==> src/rtl/mux16_word_serializer_pkg.sv <==
// Shared constants and types for the 16-bit word serializer.
// State encoding and widths used by the sequencer and mux.
package mux16_word_serializer_pkg;

   localparam int SEL_W  = 4;
   localparam int WORD_W = 16;

   localparam logic ST_IDLE  = 1'b0;
   localparam logic ST_SHIFT = 1'b1;

   typedef logic [0:WORD_W-1] word_t;
   typedef logic [SEL_W-1:0]  sel_t;

endpackage

==> src/rtl/mux16_word_serializer_mux.sv <==
// 16-to-1 function mux: f = w[s], bit index i is input i.
// Pure combinational data path used by the serializer.
module mux16to1_function
   import mux16_word_serializer_pkg::*;
(
   input  word_t w,
   input  sel_t  s,
   output logic  f
);

   assign f = w[s];

endmodule

==> src/rtl/mux16_word_serializer.sv <==
// Parallel-to-serial converter: holds a word and steps the mux
// select through all 16 positions, BIT_CYCLES clocks per bit.
module mux16_word_serializer
   import mux16_word_serializer_pkg::*;
#(
   parameter bit DESCEND    = 1'b0,
   parameter int BIT_CYCLES = 1
)(
   input  logic        clk,
   input  logic        rst,
   input  logic        load_valid,
   input  logic [0:15] load_data,
   output logic        load_ready,
   input  logic        abort,
   output logic [3:0]  sel,
   output logic        ser_out,
   output logic        ser_valid,
   output logic        ser_last,
   output logic        busy
);

   localparam sel_t SEL_START = DESCEND ? 4'd15 : 4'd0;
   localparam sel_t SEL_END   = DESCEND ? 4'd0 : 4'd15;
   localparam sel_t LAST_HOLD = 4'(BIT_CYCLES - 1);

   logic  state;
   word_t word_reg;
   sel_t  hold_cnt;
   logic  bit_done;
   logic  word_done;
   logic  accept;

   assign bit_done  = (hold_cnt == LAST_HOLD);
   assign busy      = (state == ST_SHIFT);
   assign ser_valid = busy;
   assign ser_last  = busy & (sel == SEL_END);
   assign word_done = ser_last & bit_done;

   // abort frees the slot at once so a waiting word restarts
   // the stream without an idle cycle
   assign load_ready = (state == ST_IDLE) | word_done | abort;
   assign accept     = load_valid & load_ready;

   always_ff @(posedge clk or posedge rst) begin
      if (rst) begin
         state    <= ST_IDLE;
         word_reg <= '0;
         sel      <= SEL_START;
         hold_cnt <= '0;
      end else if (accept) begin
         state    <= ST_SHIFT;
         word_reg <= load_data;
         sel      <= SEL_START;
         hold_cnt <= '0;
      end else if (state == ST_SHIFT) begin
         if (abort | word_done) begin
            state    <= ST_IDLE;
            word_reg <= '0;
            sel      <= SEL_START;
            hold_cnt <= '0;
         end else if (bit_done) begin
            hold_cnt <= '0;
            sel      <= DESCEND ? sel - 4'd1 : sel + 4'd1;
         end else begin
            hold_cnt <= hold_cnt + 4'd1;
         end
      end
   end

   mux16to1_function u_mux (
      .w (word_reg),
      .s (sel),
      .f (ser_out)
   );

endmodule

==> config.mk <==
export PLATFORM = sky130hd
export DESIGN_NAME = mux16_word_serializer
export DESIGN_NICKNAME = d
export VERILOG_FILES = /design/src/rtl/mux16_word_serializer_pkg.sv /design/src/rtl/mux16_word_serializer_mux.sv /design/src/rtl/mux16_word_serializer.sv
export SDC_FILE = /design/constraint.sdc
export NUM_CORES = 1
export LEC_CHECK = 0
export CAP_MARGIN = 20
export CORE_ASPECT_RATIO = 1.75
export CORE_MARGIN = 5
export CORE_UTILIZATION = 50
export CTS_CLUSTER_SIZE = 24
export DETAILED_ROUTE_END_ITERATION = 8
export DONT_BUFFER_PORTS = 1
export PLACE_DENSITY = 0.71
export SLEW_MARGIN = 10
export SYNTH_ARGS = -nofsm -noshare
export SYNTH_HDL_FRONTEND = slang
export SYNTH_SLANG_ARGS = --single-unit
==> constraint.sdc <==
create_clock -name clk -period 2.4 [get_ports clk]
set_input_delay 0.24 -clock clk [delete_from_list [all_inputs] [get_ports clk]]
set_output_delay 0.24 -clock clk [all_outputs]
set_load 0.005 [all_outputs]
==> reports/summary.txt <==
Final setup viols: 0
Total GRT Usage: 0.167
Synth Area in XOR/XNOR: 0.00711
Synth area leaders: dfrtp_1, a22o_1, mux4_2, mux2i_1, ha_1
Critical path origin: hold_cnt[0]
number of flip-flops in the largest register: 16
Yosys warnings: 0
Routed WL per cell: 18.8 um
FF/Latch Area: 626 sq um
Setup crit start kind: register
total CTS buffers: 3
Max clock buf depth: 2
cell taking the most area after synthesis: dfrtp_1
Mapped Area: 1230 sq um
min-delay src: load_valid
DRC Markers: 0
number of max-cap violations: 0
total die area: 3590 sq um
clock period minus worst slack: 1.91 ns
H-tree Lvls: 1
Crit Path Max Fanout: 13
Slew @ Worst Pin: 0.369 ns
outcome: complete, no violations
DRT Pass-1 Iters: 4
FILL cells: 209
VDD IR max: 0.000416 V
r2r setup slk: 0.49 ns
post-synth top area share: 0.508
post-synthesis cell count: 106
CP Cell Sequence: inv_1 -> ha_1 -> nor3b_2 -> a21oi_2 -> inv_2 -> o21ai_1 -> buf_4 -> a22o_1
vias in the first global route: 879
Crit Path Category: register to register
Clk pin slew, worst setup/hold paths: 0.08 ns
Pwr Density: 645 nW/um^2
clk_lat worst skew: 0.27 ns
Setup TNS Final: 0 ns
WP data required: 2.56 ns
first-pass GRT wire length: 4110 um
postcts setup bufs: 0
DP Wirelength: 1870 um
Root Driver: clkbuf_8
syn_area_per_cell: 11.6 sq um
unrepaired setup endpoints after global routing: false
post-synthesis mux area share: 0.0691
Netlist cell types: 34
complex-gate fraction of the synthesized area: 0.226
total grt overflow: 0
violation count after the first detailed-route iteration: 23
multi-input logic area: 533 sq um
DIE HEIGHT: 75.6 um
largest net degree at the start of global routing: 26
diode count: 0
Tcrit/Tclk final: 0.795
Port Buffers: 0
Seq/Total Area, Yosys: 0.508
Min-Delay Path Class: primary input to register
Final nets: 133
Synth Register Bits: 25
Final Hold Fails: 0
Worst path slowest cell: dfrtp_1
Adder-Cell Fraction of Synth Area: 0.0305
core area: 2330 sq um
antenna viol nets, final: 0
TritonCTS Sinks: 25
initial core utilization: 0.528
final wirelength: 2520 um
CTS tree: built
RR Startpoint: hold_cnt[0]
vias post-DR: 857
GPL Wtd Cong: 0.767
fin. max-slew vios: 0
WP data arrival: 2.07 ns
initial antenna violation count: 0
Via density: 6.40
area added between synthesis and finish: 7.11%
CP max stage delay: 0.43 ns
final hold slack: 0.0713 ns
CP endpoint kind: register
leak pwr: 0.614 nW
I/O Pins: 29
placement row count: 23
Synth Area in Simple Gates: 0.101
relative slew slack: 0.753
share of cells above drive strength 1: 0.147
Peak Freq: 524 MHz
main combinational cell family by area after synthesis: compound AO/OA/AOI/OAI gates
Net Count, Synth: 129
DIE WIDTH: 47.5 um
Worst Skew: 0.00406 ns
## worst max-delay path: cells and delay by family (launching register included)
family	cells	cell delay, ns
flip-flops	1	0.43
adder cells (fa/ha/maj)	1	0.18
buffers and inverters	3	0.40
AO/OA/AOI/OAI	3	0.43
AND/OR/NAND/NOR	1	0.36
## final cells by class
class / count / area share
clock buffers: 3 / 0.0313
clock inverters: 1 / 0.00380
inverters: 8 / 0.0228
multi-input cells: 68 / 0.404
flip-flops and latches: 25 / 0.474
well taps: 25 / 0.0237
repair buffers: 4 / 0.0398
## what timing repair did
item                                   4_1_cts  5_1_grt
hold buffers                                 0        1
endpoints found under the hold margin        0       14
gates resized for setup                      0        0
## through the flow
stage          total power (W)  utilization  instances  setup slack [ns]  cell area [sq um]
2_1_floorplan         0.000582            -        106             0.648               1230
6_report              0.000850        0.566        134             0.492               1320
5_1_grt               0.000898        0.566        134             0.309               1320
3_3_place_gp          0.000601        0.527        127             0.408               1230
4_1_cts               0.000851        0.546        131             0.346               1270
3_5_place_dp          0.000603        0.527        127             0.363               1230
## final timing paths
path | endpoint | depth (start not counted)
min | busy | 1
max in group asynchronous | hold_cnt[3] | 3
min in group asynchronous | busy | 2
max reg2reg | word_reg[0] | 8
min reg2reg | word_reg[12] | 1
max | word_reg[0] | 8
## synthesized netlist by cell type (all sizes together)
cell and n:
nor2b 2, ha 3, and3 1, dfrtp 25, nand4 1, buf 5
a22oi 2, xor2 1, nand2 4, and2 2, nor2 3, mux2i 4
a221o 1, or3 1, a21o 1, inv 8, o22ai 2, or3b 1
a22o 16, a221oi 2, o21ai 7, mux4 2, nor3b 2, nand2b 2
o31ai 1, a21oi 5, nand3 2
## routing by layer
metal,global-route usage,part of all wire,up-vias
li1,-,-,399
met1,0.211,0.38,427
met2,0.261,0.53,26
met3,0.0449,0.066,5
met4,0.0738,0.019,0
met5,0,0,-
## logic make-up after synthesis
group,count (synthesis)
compound gates,37
flops,25
simple gates,21
buf+inv,13
mux,6
fa+ha+maj,3
xor+xnor,1
## power by group
part,internal [W],leakage (nW),switching (W)
logic,0.0000611,0.263,0.0000597
registers,0.000454,0.326,0.0000280
clock network,0.000116,0.0255,0.000131
total,0.000631,0.614,0.000219
## placed cells by master, fill, tap and decap left out, drive strengths merged
master and n:
ha 3, nor3b 2, nand2 4, a22oi 2
clkbuf 3, a21o 1, nand3 2, and2 2
a221oi 2, a221o 1, clkinv 1, buf 3
and3 1, mux4 2, nand4 1, o22ai 2
a22o 16, a21oi 5, or3 1, or3b 1
nor2 3, dlygate4sd3 1, mux2i 4, o31ai 1
dfrtp 25, nand2b 2, o21ai 7, nor2b 2
xor2 1, inv 8
Power figures use the tool's default switching activity.
